--- config.mk ---
export PLATFORM = sky130hd
export DESIGN_NAME = mt_cycle_monitor
export DESIGN_NICKNAME = d
export VERILOG_FILES = /design/src/rtl/mt_mon_pkg.sv /design/src/rtl/mt_sync_edge.sv /design/src/rtl/mt_cycle_monitor.sv
export SDC_FILE = /design/constraint.sdc
export NUM_CORES = 1
export LEC_CHECK = 0
export CAP_MARGIN = 20
export CORE_UTILIZATION = 38
export CTS_CLUSTER_DIAMETER = 200
export DETAILED_ROUTE_END_ITERATION = 8
export GPL_TIMING_DRIVEN = 0
export PLACE_DENSITY = 0.61
export SLEW_MARGIN = 5
export SYNTH_ARGS = -nofsm -noshare
export SYNTH_HDL_FRONTEND = slang
export SYNTH_SLANG_ARGS = --single-unit
--- constraint.sdc ---
create_clock -name SIM_CLK -period 9.35 [get_ports SIM_CLK]
set_clock_uncertainty 0.1 [all_clocks]
set_input_delay 1.87 -clock SIM_CLK [delete_from_list [all_inputs] [get_ports SIM_CLK]]
set_output_delay 1.87 -clock SIM_CLK [all_outputs]
set_load 0.01 [all_outputs]
--- src/rtl/mt_mon_pkg.sv ---
// mt_mon_pkg: shared state encoding, timepulse count and phase wrap helper
package mt_mon_pkg;
  localparam int NUM_MT = 12;
  typedef enum logic [1:0] {S_WAIT, S_LOCK, S_GOJAM} state_e;
  function automatic logic [3:0] next_phase(input logic [3:0] p);
    return (p == 4'(NUM_MT)) ? 4'd1 : p + 4'd1;
  endfunction
endpackage

--- src/rtl/mt_sync_edge.sv ---
// mt_sync_edge: multi-flop synchroniser with rise/fall detection for one async bit
module mt_sync_edge #(
  parameter int SYNC_STAGES = 2
) (
  input  logic clk,
  input  logic rst_n,
  input  logic d,
  output logic sync,
  output logic rise,
  output logic fall
);
  logic [SYNC_STAGES-1:0] sync_q, sync_d;
  logic hist_q, hist_d;
  always_comb begin
    sync_d = SYNC_STAGES'({sync_q, d});
    hist_d = sync;
  end
  always_ff @(posedge clk or negedge rst_n)
    if (!rst_n) begin
      sync_q <= '0;
      hist_q <= 1'b0;
    end else begin
      sync_q <= sync_d;
      hist_q <= hist_d;
    end
  assign sync = sync_q[SYNC_STAGES-1];
  assign rise = sync & ~hist_q;
  assign fall = ~sync & hist_q;
endmodule

--- src/rtl/mt_cycle_monitor.sv ---
// mt_cycle_monitor: tracks AGC timepulse order, counts MCTs and GOJAMs, flags sequence/stall errors
module mt_cycle_monitor
  import mt_mon_pkg::*;
#(
  parameter int SYNC_STAGES = 2,
  parameter int TIMEOUT     = 256,
  parameter int CNT_W       = 32
) (
  input  logic             SIM_CLK,
  input  logic             SIM_RST_n,
  input  logic             MT01,
  input  logic             MT02,
  input  logic             MT03,
  input  logic             MT04,
  input  logic             MT05,
  input  logic             MT06,
  input  logic             MT07,
  input  logic             MT08,
  input  logic             MT09,
  input  logic             MT10,
  input  logic             MT11,
  input  logic             MT12,
  input  logic             MGOJAM,
  input  logic             clr_err,
  output logic             locked,
  output logic [3:0]       phase,
  output logic             mct_strobe,
  output logic [CNT_W-1:0] mct_count,
  output logic             seq_err,
  output logic             stall_err,
  output logic [7:0]       err_count,
  output logic [7:0]       gojam_count
);
  localparam int WD_W = $clog2(TIMEOUT + 1);
  localparam logic [WD_W-1:0] WD_MAX = WD_W'(TIMEOUT - 1);
  logic [NUM_MT:0] raw, sync, rise, fall;
  logic [NUM_MT-1:0] mt_sync, mt_rise, exp_vec;
  logic gj_rise, gj_fall, unused_bits;
  logic [3:0] exp_p;
  logic seq_ev, stall_ev, err_ev;
  state_e state_q, state_d;
  logic [3:0] phase_q, phase_d;
  logic [WD_W-1:0] wd_q, wd_d;
  logic strobe_q, strobe_d, seq_q, seq_d, stall_q, stall_d;
  logic [CNT_W-1:0] mct_q, mct_d;
  logic [7:0] err_q, err_d, gj_q, gj_d;
  assign raw = {MGOJAM, MT12, MT11, MT10, MT09, MT08, MT07, MT06, MT05, MT04, MT03, MT02, MT01};
  for (genvar i = 0; i <= NUM_MT; i++) begin : g_sync
    mt_sync_edge #(.SYNC_STAGES(SYNC_STAGES)) u_sync (
      .clk  (SIM_CLK),
      .rst_n(SIM_RST_n),
      .d    (raw[i]),
      .sync (sync[i]),
      .rise (rise[i]),
      .fall (fall[i])
    );
  end
  assign mt_sync     = sync[NUM_MT-1:0];
  assign mt_rise     = rise[NUM_MT-1:0];
  assign gj_rise     = rise[NUM_MT];
  assign gj_fall     = fall[NUM_MT];
  assign unused_bits = ^{fall[NUM_MT-1:0], sync[NUM_MT]};
  assign exp_p       = next_phase(phase_q);
  assign exp_vec     = NUM_MT'(1) << (exp_p - 4'd1);
  always_comb begin
    state_d  = state_q;
    phase_d  = phase_q;
    wd_d     = '0;
    strobe_d = 1'b0;
    mct_d    = mct_q;
    gj_d     = gj_q;
    seq_ev   = 1'b0;
    stall_ev = 1'b0;
    if (gj_rise) begin
      state_d = S_GOJAM;
      phase_d = '0;
      gj_d    = (gj_q == 8'hFF) ? gj_q : gj_q + 8'd1;
    end else begin
      case (state_q)
        S_WAIT: if (mt_rise[0]) begin
          state_d = S_LOCK;
          phase_d = 4'd1;
        end
        S_LOCK: begin
          // any unexpected, multiple or overlapping pulse breaks lock
          seq_ev   = (|mt_rise && mt_rise != exp_vec) || |(mt_sync & (mt_sync - NUM_MT'(1)));
          stall_ev = !seq_ev && !(|mt_rise) && wd_q == WD_MAX;
          if (seq_ev || stall_ev) begin
            state_d = S_WAIT;
            phase_d = '0;
          end else if (|mt_rise) begin
            phase_d  = exp_p;
            strobe_d = exp_p == 4'(NUM_MT);
            mct_d    = (strobe_d && mct_q != '1) ? mct_q + CNT_W'(1) : mct_q;
          end else wd_d = wd_q + WD_W'(1);
        end
        S_GOJAM: state_d = gj_fall ? S_WAIT : S_GOJAM;
        default: state_d = S_WAIT;
      endcase
    end
    err_ev  = seq_ev | stall_ev;
    seq_d   = (seq_q & ~clr_err) | seq_ev;
    stall_d = (stall_q & ~clr_err) | stall_ev;
    err_d   = clr_err ? {7'd0, err_ev} : (err_ev && err_q != 8'hFF) ? err_q + 8'd1 : err_q;
  end
  always_ff @(posedge SIM_CLK or negedge SIM_RST_n)
    if (!SIM_RST_n) begin
      state_q  <= S_WAIT;
      phase_q  <= '0;
      wd_q     <= '0;
      strobe_q <= 1'b0;
      mct_q    <= '0;
      seq_q    <= 1'b0;
      stall_q  <= 1'b0;
      err_q    <= '0;
      gj_q     <= '0;
    end else begin
      state_q  <= state_d;
      phase_q  <= phase_d;
      wd_q     <= wd_d;
      strobe_q <= strobe_d;
      mct_q    <= mct_d;
      seq_q    <= seq_d;
      stall_q  <= stall_d;
      err_q    <= err_d;
      gj_q     <= gj_d;
    end
  assign locked      = state_q == S_LOCK;
  assign phase       = phase_q;
  assign mct_strobe  = strobe_q;
  assign mct_count   = mct_q;
  assign seq_err     = seq_q;
  assign stall_err   = stall_q;
  assign err_count   = err_q;
  assign gojam_count = gj_q;
endmodule
==> impl_metrics.ini <==
[drt]
firstDrtPassIters = 4
drt-total-wl_mm = 10.6
via_count = 3742
viasPerCell = 5.18
drt.antenna.violating_nets = 0
drcViolationCount = 0
wl_per_cell_um = 14.6
initialDrtViolationCount = 205

[global_route]
antenna_found_initial = 0
grt_pass1_wl_mm = 17.7
gr-total-overflow = 0
met1_usage_pct = 23.7
grt_pass1_vias = 3644
grt_start_max_net_pins = 69
grt.busiest_layer = met2
gr-usage-met2_pct = 24.7
grt_use_met3_pct = 3.89
track_usage_pct = 16.8

[worst_hold_path]
hold_depth = 0
hp-start = g_sync[1].u_sync.sync_q[0]
whs_endpoint = g_sync[1].u_sync.sync_q[1]
hp-class = reg -> reg

[layout]
syn2layout_area_growth_pct = 25.0
drive_gt1_share_pct = 6.73
mostFrequentLayoutCell = dfrtp_1
diodes = 0
fillCellCount = 1230
final_nets = 573
final_area_um2 = 6240
multiInputGateArea_um2 = 2250
final_cell_mix = 105 x dfrtp_1, 70 x clkdlybuf4s50_1, 40 x nand2_1
regArea_um2 = 2630

[clock_network]
insertion_delay_ns = 0.34
clk_pin_slew_ns = 0.07
cts_root_buf = clkbuf_16
postCtsSetupBuffers = 0
h-tree-depth = 3
cts_sinks = 105
clock_path_buffers = 2
numCtsBuffers = 9
cts_hold_repair.buffers = 0
cts_tree = built
post_cts_resize_count = 0

[place]
io_buffers = 71
gp_congestion = 0.852
dpl.hpwl_mm = 7.60
dpl_cell_area_um2 = 5940

[sta]
period_minus_slack_ns = 4.10
tightestPinTransition_ns = 0.661
slew_headroom_pct = 55.6
hold_viol_final = 0
grt_setup_unrepaired = no
holdWs_ns = 0.248
max_freq_mhz = 244
fin_crit_sh_pct = 43.9
slew_violations = 0
setup-tns-final_ns = 0
setup-violations-final = 0

[setup_path]
reg2reg_depth = 12
crit_required_ns = 9.48
r2r-start = phase[0]
startpoint = phase[0]
crit_path_end_kind = flop
r2r_slack_ns = 5.25
worstPathCellList = inv_1 > ha_1 > a21boi_0 > a21oi_1 > o21ai_0 > nand2_2 > a2111oi_0 > nand4b_1 > nor4_4 > buf_6 > nand4_1 > xnor2_1
critPathKind = reg -> reg
arrival_ns = 4.23
cpMaxStageDelayCell = nor4_4
cp_slowest_stage_delay_ns = 0.60
cp-start-kind = flop
crit_fanout = 10
critPathBufInv = 2
cp_top_family = compound AO/OA/AOI/OAI gates
r2r-end = mct_count[16]

[synth]
synth_edf_count = 0
synth_seq_cells = 105
synth_cells = 463
synth-seq-area-share_pct = 52.7
ys_warn_count = 0
syn_avg_cell_area_um2 = 10.8
yosysTopAreaCell = dfrtp_1
ys.flop_type = dfrtp_1
ys_types = 58
synthArstFlopShare_pct = 100
synth.top_cell.area_share_pct = 52.7
synth_area_um2 = 4990
syn-num-nets = 490
synthTopCellsByArea = dfrtp_1 53%, xnor2_1 6.7%, nand4_1 3.1%, nand2_1 3.0%, ha_1 2.8%

[die]
boundaryPins = 72
dieArea_um2 = 13600
std_cell_rows = 41
fp.dieH_um = 117
coreArea_um2 = 12700
start_util_pct = 39.2
die_x_um = 117

[run_status]
status = finished, final reports clean

[power]
ir_drop_v = 0.000114
power_density_nw_per_um2 = 158
p_leak_nw = 2.66

[job]
maxCapViolations = 0
## synth_stat cells, drive strengths merged (3+ instances only)
cell type  number
dfrtp         105
nand2          41
xnor2          38
nor2           35
nand3          25
nand4          25
and3           20
nor2b          17
inv            13
ha             11
a21oi           9
nor3            9
o21ai           9
xor2            9
mux2            8
nand2b          8
and2            6
and4            6
buf             6
o22ai           5
o31ai           5
nor4            4
or3             4
mux2i           3
nand3b          3
o211a           3
o211ai          3
## power breakdown
| part | leakage, nW | internal, mW | total, mW | switching [mW] |
|---|---|---|---|---|
| sequential | 1.36 | 0.476 | 0.501 | 0.0245 |
| clock | 0.138 | 0.214 | 0.374 | 0.160 |
| combinational | 1.16 | 0.0536 | 0.108 | 0.0545 |
| total | 2.66 | 0.744 | 0.983 | 0.239 |
## kinds of logic after synthesis
family                     after synthesis  synth area share (%)
and+or+nand+nor                        207                  22.3
DFF                                    105                  52.7
AOI/OAI and AO/OA                       59                  9.00
xor gates and xnor gates                47                  8.25
buffers and inverters                   21                  2.16
adders and majority gates               13                  3.16
muxes                                   11                  2.41
## per-stage QoR
stage | instances | worst slack, ns | total power, mW | utilization [%]
finish | 722 | 5.25 | 0.983 | 49.0
global route | 722 | 4.86 | 1.03 | 49.0
global placement | 706 | 2.41 | 0.613 | 46.5
detailed placement | 707 | 5.28 | 0.619 | 46.7
floorplan | 463 | 5.93 | 0.558 | -
CTS | 722 | 5.28 | 0.996 | 49.0
## routing by layer
metal | part of all wire (%) | wire, µm
met1 | 50 | 5240
met2 | 43 | 4560
met3 | 5.5 | 581
met4 | 1.9 | 199
met5 | 0 | 0
## worst max-delay path by stage
stage | end | slack (ns) | cells past startpoint
2_1_floorplan | mct_count[30] | 5.93 | 12
3_3_place_gp | err_count[5] | 2.41 | 1
3_5_place_dp | mct_count[16] | 5.28 | 12
4_1_cts | mct_count[16] | 5.28 | 12
5_1_grt | mct_count[16] | 4.86 | 12
6_report | mct_count[16] | 5.25 | 12
## worst register-to-register path: stages (launching register included)
cell and delay [ns]:
dfrtp_1 0.53, inv_1 0.16, ha_1 0.27, a21boi_0 0.26, a21oi_1 0.16, o21ai_0 0.43, nand2_2 0.19, a2111oi_0 0.44
nand4b_1 0.34, nor4_4 0.60, buf_6 0.23, nand4_1 0.14, xnor2_1 0.16
## flip-flops by register name, indices dropped and copies added (netlist names)
register and flops:
mct_count 32, state_q 2, g_sync.u_sync.hist_q 13, stall_err 1, phase 4, gojam_count 8
wd_q 9, err_count 8, mct_strobe 1, g_sync.u_sync.sync_q 26, seq_err 1
## final cells by class
| type | count | area share (%) |
|---|---|---|
| buffer | 8 | 0.943 |
| inverter | 13 | 0.783 |
| clock inverter | 4 | 0.863 |
| multi-input combinational | 337 | 36.1 |
| timing repair buffer | 72 | 11.8 |
| tap | 172 | 3.45 |
| sequential | 105 | 42.1 |
| clock buffer | 11 | 3.89 |
Note: power is estimated with default switching activity, not from simulation.
